$ cat src/rtl/cdb_arbiter_pkg.sv
// Shared CDB types: requester indices, source enum and the broadcast result record.
// Latency: n/a (types and helpers only).
// Backpressure: n/a.
package cdb_arbiter_pkg;

    localparam int CDB_N_UNITS  = 5;
    localparam int CDB_BR_IDX   = 0;
    localparam int CDB_DIV_IDX  = 1;
    localparam int CDB_MULT_IDX = 2;
    localparam int CDB_MEM_IDX  = 3;
    localparam int CDB_ALU_IDX  = 4;
    localparam int CDB_SRC_W    = $clog2(CDB_N_UNITS);

    typedef enum logic [CDB_SRC_W-1:0] {
        CDB_SRC_BR   = 3'd0,
        CDB_SRC_DIV  = 3'd1,
        CDB_SRC_MULT = 3'd2,
        CDB_SRC_MEM  = 3'd3,
        CDB_SRC_ALU  = 3'd4
    } cdb_src_e;

    typedef struct packed {
        logic        valid;
        logic [5:0]  rob_id;
        logic [5:0]  prd;
        logic [31:0] rd_data;
        logic [31:0] pc_next;
        logic        br_miss;
        logic        br_en;
        logic [31:0] mem_addr;
        logic [3:0]  mem_rmask;
        logic [3:0]  mem_wmask;
        logic [31:0] mem_wdata;
        logic [31:0] mem_rdata;
    } cdb_output_t;

    // Next round-robin candidate; the branch slot is never part of the rotation.
    function automatic logic [CDB_SRC_W-1:0] cdb_rr_next(input logic [CDB_SRC_W-1:0] k);
        return (k == CDB_SRC_W'(CDB_N_UNITS - 1)) ? CDB_SRC_W'(CDB_DIV_IDX) : k + CDB_SRC_W'(1);
    endfunction

endpackage

$ cat src/rtl/cdb_fifo.sv
// Per-unit result queue holding DEPTH cdb_output_t entries.
// Latency: an entry pushed at an edge is visible at head from the next cycle.
// Backpressure: full is asserted at DEPTH entries; clear empties it at the edge.
module cdb_fifo
    import cdb_arbiter_pkg::*;
#(
    parameter int DEPTH = 2
) (
    input  logic                         clk,
    input  logic                         rst_n,
    input  logic                         push,
    input  logic                         pop,
    input  logic                         clear,
    input  cdb_output_t                  din,
    output logic                         full,
    output logic                         empty,
    output cdb_output_t                  head,
    output logic [$clog2(DEPTH+1)-1:0]   count
);

    localparam int CNT_W = $clog2(DEPTH + 1);
    localparam int PTR_W = (DEPTH > 1) ? $clog2(DEPTH) : 1;

    cdb_output_t        mem [DEPTH];
    logic [PTR_W-1:0]   wr_ptr;
    logic [PTR_W-1:0]   rd_ptr;

    function automatic logic [PTR_W-1:0] ptr_inc(input logic [PTR_W-1:0] p);
        return (p == PTR_W'(DEPTH - 1)) ? '0 : p + PTR_W'(1);
    endfunction

    assign full  = (count == CNT_W'(DEPTH));
    assign empty = (count == '0);
    assign head  = mem[rd_ptr];

    always_ff @(posedge clk) begin
        if (push) begin
            mem[wr_ptr] <= din;
        end
    end

    always_ff @(posedge clk) begin
        if (!rst_n || clear) begin
            wr_ptr <= '0;
            rd_ptr <= '0;
            count  <= '0;
        end else begin
            if (push) wr_ptr <= ptr_inc(wr_ptr);
            if (pop)  rd_ptr <= ptr_inc(rd_ptr);
            if (push && !pop) begin
                count <= count + CNT_W'(1);
            end else if (!push && pop) begin
                count <= count - CNT_W'(1);
            end
        end
    end

endmodule

$ cat src/rtl/cdb_arbiter.sv
// Buffered CDB scheduler: branch has strict priority, other units share the bus round-robin.
// Latency: a result pushed at edge t is broadcast at the earliest in the cycle after t.
// Backpressure: unit_ready drops only when that unit's FIFO is full, or for the whole flush cycle.
module cdb_arbiter
    import cdb_arbiter_pkg::*;
#(
    parameter int DEPTH = 2
) (
    input  logic                         clk,
    input  logic                         rst_n,
    input  logic                         flush,
    input  cdb_output_t                  unit_info    [CDB_N_UNITS],
    output logic [CDB_N_UNITS-1:0]       unit_ready,
    output cdb_output_t                  cdb_output,
    output logic [CDB_N_UNITS-1:0]       grant_onehot,
    output logic [$clog2(DEPTH+1)-1:0]   fifo_count   [CDB_N_UNITS]
);

    logic [CDB_N_UNITS-1:0] push;
    logic [CDB_N_UNITS-1:0] full;
    logic [CDB_N_UNITS-1:0] empty;
    cdb_output_t            head [CDB_N_UNITS];

    logic [CDB_SRC_W-1:0]   rr_ptr;
    logic [CDB_SRC_W-1:0]   grant_idx;
    logic [CDB_SRC_W-1:0]   cand;
    logic                   grant_any;

    for (genvar i = 0; i < CDB_N_UNITS; i++) begin : g_unit
        assign unit_ready[i] = !flush && !full[i];
        assign push[i]       = unit_info[i].valid && unit_ready[i];

        cdb_fifo #(.DEPTH(DEPTH)) u_fifo (
            .clk   (clk),
            .rst_n (rst_n),
            .push  (push[i]),
            .pop   (grant_onehot[i]),
            .clear (flush),
            .din   (unit_info[i]),
            .full  (full[i]),
            .empty (empty[i]),
            .head  (head[i]),
            .count (fifo_count[i])
        );
    end

    always_comb begin
        grant_any = 1'b0;
        grant_idx = '0;
        cand      = rr_ptr;
        if (!empty[CDB_BR_IDX]) begin
            grant_any = 1'b1;
            grant_idx = CDB_SRC_W'(CDB_BR_IDX);
        end else begin
            for (int k = 0; k < CDB_N_UNITS - 1; k++) begin
                if (!grant_any && !empty[cand]) begin
                    grant_any = 1'b1;
                    grant_idx = cand;
                end
                cand = cdb_rr_next(cand);
            end
        end
    end

    // Only the branch unit may drive redirect fields and only mem may drive mem fields.
    always_comb begin
        cdb_output   = '0;
        grant_onehot = '0;
        if (grant_any && !flush) begin
            grant_onehot[grant_idx] = 1'b1;
            cdb_output              = head[grant_idx];
            cdb_output.valid        = 1'b1;
            if (grant_idx != CDB_SRC_W'(CDB_BR_IDX)) begin
                cdb_output.pc_next = '0;
                cdb_output.br_miss = 1'b0;
                cdb_output.br_en   = 1'b0;
            end
            if (grant_idx != CDB_SRC_W'(CDB_MEM_IDX)) begin
                cdb_output.mem_addr  = '0;
                cdb_output.mem_rmask = '0;
                cdb_output.mem_wmask = '0;
                cdb_output.mem_wdata = '0;
                cdb_output.mem_rdata = '0;
            end
        end
    end

    always_ff @(posedge clk) begin
        if (!rst_n || flush) begin
            rr_ptr <= CDB_SRC_W'(CDB_DIV_IDX);
        end else if (grant_any && grant_idx != CDB_SRC_W'(CDB_BR_IDX)) begin
            rr_ptr <= cdb_rr_next(grant_idx);
        end
    end

endmodule

$ cat config.mk
export PLATFORM = sky130hd
export DESIGN_NAME = cdb_arbiter
export DESIGN_NICKNAME = d
export VERILOG_FILES = /design/src/rtl/cdb_arbiter_pkg.sv /design/src/rtl/cdb_fifo.sv /design/src/rtl/cdb_arbiter.sv
export SDC_FILE = /design/constraint.sdc
export NUM_CORES = 2
export LEC_CHECK = 0
export BUFFER_PORTS_ARGS = -buffer_cell sky130_fd_sc_hd__buf_4
export CORE_MARGIN = 1
export CORE_UTILIZATION = 25
export CTS_BUF_LIST = sky130_fd_sc_hd__clkbuf_16
export DETAILED_ROUTE_END_ITERATION = 10
export GPL_TIMING_DRIVEN = 1
export PLACE_DENSITY = 0.47
export SLEW_MARGIN = 10
export SYNTH_ARGS = -nofsm -noshare
export SYNTH_HDL_FRONTEND = slang
export SYNTH_HIERARCHICAL = 1
export SYNTH_SLANG_ARGS = --single-unit
$ cat constraint.sdc
create_clock -name clk -period 10.5 [get_ports clk]
set_input_delay 0.525 -clock clk [delete_from_list [all_inputs] [get_ports clk]]
set_output_delay 0.525 -clock clk [all_outputs]
set_load 0.02 [all_outputs]
==> impl_metrics.prom <==
# TYPE chip_impl_metric gauge
chip_impl_info{name="worstReg2RegEnd",value="g_unit[0].u_fifo/count[1]"} 1
chip_impl_info{name="clock-root-buffer",value="sky130_fd_sc_hd__clkbuf_16"} 1
chip_impl_metric{name="synth.cell_area",unit="sq mm"} 0.0706
chip_impl_metric{name="cts_num_sinks",unit=""} 1744
chip_impl_metric{name="cellPowerDensity",unit="mW/mm^2"} 303
chip_impl_metric{name="seq_power_share",unit="%"} 28.0
chip_impl_metric{name="cts_buffers",unit=""} 202
chip_impl_metric{name="worstPathMaxFanout",unit=""} 31
chip_impl_metric{name="clock_power_share",unit="%"} 23.0
chip_impl_metric{name="drt.antenna.violating_nets",unit=""} 0
chip_impl_metric{name="vias",unit=""} 44600
chip_impl_metric{name="track_usage",unit="%"} 18.3
chip_impl_metric{name="tns",unit="ns"} 0
chip_impl_metric{name="reg2reg_setup_slack",unit="ns"} 4.18
chip_impl_metric{name="detailedPlacementHpwl",unit="mm"} 173
chip_impl_metric{name="power.switching",unit="uW"} 13000
chip_impl_metric{name="fin_skew",unit="ns"} 0.0359
chip_impl_info{name="worst_hold_path.endpoint",value="rr_ptr[2]"} 1
chip_impl_metric{name="ff_latch_area",unit="sq mm"} 0.0521
chip_impl_metric{name="multi_input_comb_area",unit="sq mm"} 0.0169
chip_impl_metric{name="worst_pin_slew",unit="ns"} 1.30
chip_impl_info{name="timing.hold.worst.start",value="rst_n"} 1
chip_impl_metric{name="synthesis.area_per_instance",unit="sq um"} 18.1
chip_impl_info{name="worstSetupEndpointType",value="output pin"} 1
chip_impl_info{name="unrepaired_setup_endpoints_after_global_routing",value="no"} 1
chip_impl_metric{name="wirelength",unit="mm"} 269
chip_impl_metric{name="timing.final.setup_violations",unit=""} 0
chip_impl_info{name="critPathTopFamily",value="simple AND/OR/NAND/NOR gates"} 1
chip_impl_metric{name="post-route-util",unit="%"} 34.8
chip_impl_metric{name="fillerInstances",unit=""} 27200
chip_impl_info{name="critical-path-slowest-cell",value="sky130_fd_sc_hd__and4_4"} 1
chip_impl_metric{name="postCtsSetupBuffers",unit=""} 0
chip_impl_metric{name="nNetsFinal",unit=""} 6825
chip_impl_metric{name="synth_fp_nets",unit=""} 4834
chip_impl_metric{name="finalCriticalPeriod",unit="ns"} 8.26
chip_impl_metric{name="cellLeakagePower",unit="uW"} 0.0344
chip_impl_metric{name="hold_viol_final",unit=""} 0
chip_impl_info{name="worst_r2r_startpoint",value="rr_ptr[0]"} 1
chip_impl_info{name="hold_path_class",value="in -> reg"} 1
chip_impl_metric{name="grt_antenna_before_repair",unit=""} 112
chip_impl_metric{name="placeableCoreArea",unit="sq mm"} 0.280
chip_impl_metric{name="synth-warning-count",unit=""} 6
chip_impl_metric{name="clk-insertion-delay-late",unit="ns"} 0.85
chip_impl_metric{name="pin_count",unit=""} 1121
chip_impl_metric{name="fp-row-count",unit=""} 194
chip_impl_metric{name="timing.critical_path.buf_inv",unit=""} 4
chip_impl_metric{name="hold_path_depth",unit=""} 3
chip_impl_metric{name="reg2reg_depth",unit=""} 17
chip_impl_metric{name="worst_ep_required",unit="ns"} 9.98
chip_impl_metric{name="worst_vdd_ir",unit="V"} 0.000785
chip_impl_metric{name="flow.area_growth_from_synthesis",unit="%"} 38.3
chip_impl_metric{name="slew_limit_headroom",unit="%"} 13.5
chip_impl_metric{name="rd_place_congestion",unit=""} 0.789
chip_impl_metric{name="die_height",unit="um"} 533
chip_impl_metric{name="grt_pass1_wl",unit="mm"} 368
chip_impl_metric{name="clock_slew_at_reported_path_ffs",unit="ns"} 0.05
chip_impl_metric{name="ctsHtreeMaxLevel",unit=""} 4
chip_impl_metric{name="clockBufferDepth",unit=""} 4
chip_impl_info{name="crit_type",value="reg -> out"} 1
chip_impl_metric{name="detailedRoute.firstIterationViolations",unit=""} 3165
chip_impl_metric{name="cell_internal_pwr",unit="uW"} 16600
chip_impl_metric{name="route.detailed.wl_per_inst",unit="um"} 27.3
chip_impl_metric{name="drive_above_1_share",unit="%"} 39.7
chip_impl_metric{name="power.share.switching",unit="%"} 43.9
chip_impl_metric{name="worst_hold_slack_across_all_endpoints",unit="ns"} 0.129
chip_impl_metric{name="vias_per_cell",unit=""} 4.52
chip_impl_metric{name="firstDrtPassIters",unit=""} 5
chip_impl_metric{name="numPortBuffers",unit=""} 1068
chip_impl_info{name="tritoncts",value="yes"} 1
chip_impl_metric{name="critPathArrivalTime",unit="ns"} 7.73
chip_impl_metric{name="fp.dieArea",unit="sq mm"} 0.284
chip_impl_metric{name="overflow",unit=""} 0
chip_impl_metric{name="initial_utilization",unit="%"} 25.2
chip_impl_metric{name="grt_pass1_vias",unit=""} 47500
chip_impl_info{name="timing.critical_path.cells",value="inv_1 > ha_1 > or4_1 > and3_4 > or4_4 > a211oi_2 > and4_1 > o221a_4 > nand2_4 > inv_1 > ha_1 > and4_4 > buf_4 > o21ai_0 > o2bb2ai_1 > buf_4"} 1
chip_impl_info{name="outcome",value="finished, final reports clean"} 1
chip_impl_metric{name="cap_viol_max_count",unit=""} 0
chip_impl_metric{name="slew_violations",unit=""} 0
chip_impl_info{name="worstSetupStartpointType",value="flop"} 1
chip_impl_metric{name="die_w",unit="um"} 533
chip_impl_metric{name="netlist_instances",unit=""} 3904
chip_impl_metric{name="combinationalPowerShare",unit="%"} 49.0
chip_impl_metric{name="grt_max_degree",unit=""} 104
chip_impl_metric{name="delay_contributed_by_the_slowest_stage_of_the_critical_path",unit="ns"} 0.68
chip_impl_metric{name="route.detailed.drc",unit=""} 0
chip_impl_metric{name="finalCritPeriodShare",unit="%"} 78.7
chip_impl_metric{name="max_freq",unit="MHz"} 121
[worst max-delay path by stage]
stage | slack (ns) | startpoint | end | cells past startpoint
floorplan | 0.44 | flush | g_unit[0].u_fifo/mem[0][0] | 4
global placement | 3.09 | rr_ptr[0] | cdb_output[57] | 16
detailed placement | 3.03 | rr_ptr[0] | cdb_output[57] | 16
CTS | 2.06 | rr_ptr[0] | cdb_output[57] | 16
global route | 1.92 | rr_ptr[0] | cdb_output[57] | 16
finish | 2.24 | rr_ptr[0] | cdb_output[57] | 16
[final cells by class]
type | instances | share of cell area, %
clock buffers | 205 | 5.26
inverters | 10 | 0.0385
multi-input cells | 1925 | 17.3
flip-flops and latches | 1744 | 53.4
repair buffers | 2012 | 17.8
clock inverters | 151 | 1.21
well taps | 3724 | 4.77
diodes | 82 | 0.210
[power groups by stage]
stage	sequential [uW]	clock [uW]	combinational, uW
after global placement	8410	0	14500
after floorplan	8420	0	7710
after CTS	8280	6980	14900
after global routing	8310	7220	15400
after detailed placement	8420	0	14500
final	8270	6810	14500
[flip-flops by register name (all words and copies together), names as in the netlist, named ones only]
register	count
g_unit.u_fifo/wr_ptr	5
g_unit.u_fifo/mem	1716
g_unit.u_fifo/count	10
rr_ptr	3
g_unit.u_fifo/rd_ptr	5
[stage by stage]
| step | power, uW | setup slack (ns) | instances | area [sq um] |
|---|---|---|---|---|
| 3_3_place_gp | 22900 | 3.09 | 8557 | 82500 |
| 6_report | 29500 | 2.24 | 9853 | 97600 |
| 2_1_floorplan | 16100 | 0.444 | 3904 | 70600 |
| 4_1_cts | 30100 | 2.06 | 9771 | 97400 |
| 5_1_grt | 30900 | 1.92 | 9815 | 97500 |
| 3_5_place_dp | 22900 | 3.03 | 8557 | 82500 |
[layer usage]
metal	vias to the layer above	routed length, um	GRT usage, %
met1	22900	111000	22.5
li1	19500	-	-
met5	-	552	0
met3	421	19600	4.93
met2	1655	129000	31.0
met4	90	8680	6.13
[cells in the final DEF, fill, tap and decap left out, drive strengths merged, types with 41 or more instances in the layout]
master,count
mux2,859
nand3,69
o2bb2ai,102
clkinv,71
a21oi,91
o21ai,64
a22o,59
and2,46
edfxtp,1716
nand2,339
inv,65
clkbuf,205
diode,82
nor2,41
buf,1154
dlygate4sd3,858
o221a,54
[worst register-to-register path: cells and delay by family, from the launching register on]
| family | cells | cell delay (ns) |
|---|---|---|
| AND/OR/NAND/NOR | 7 | 2.34 |
| buffers and inverters | 5 | 1.95 |
| AO/OA/AOI/OAI | 3 | 0.79 |
| adder cells (fa/ha/maj) | 2 | 0.61 |
| flip-flops | 1 | 0.58 |
[timing repair]
action	4_1_cts	5_1_grt
hold buffers	858	0
endpoints found under the hold margin	1716	0
resized for setup	0	0
Power figures use the tool's default switching activity.
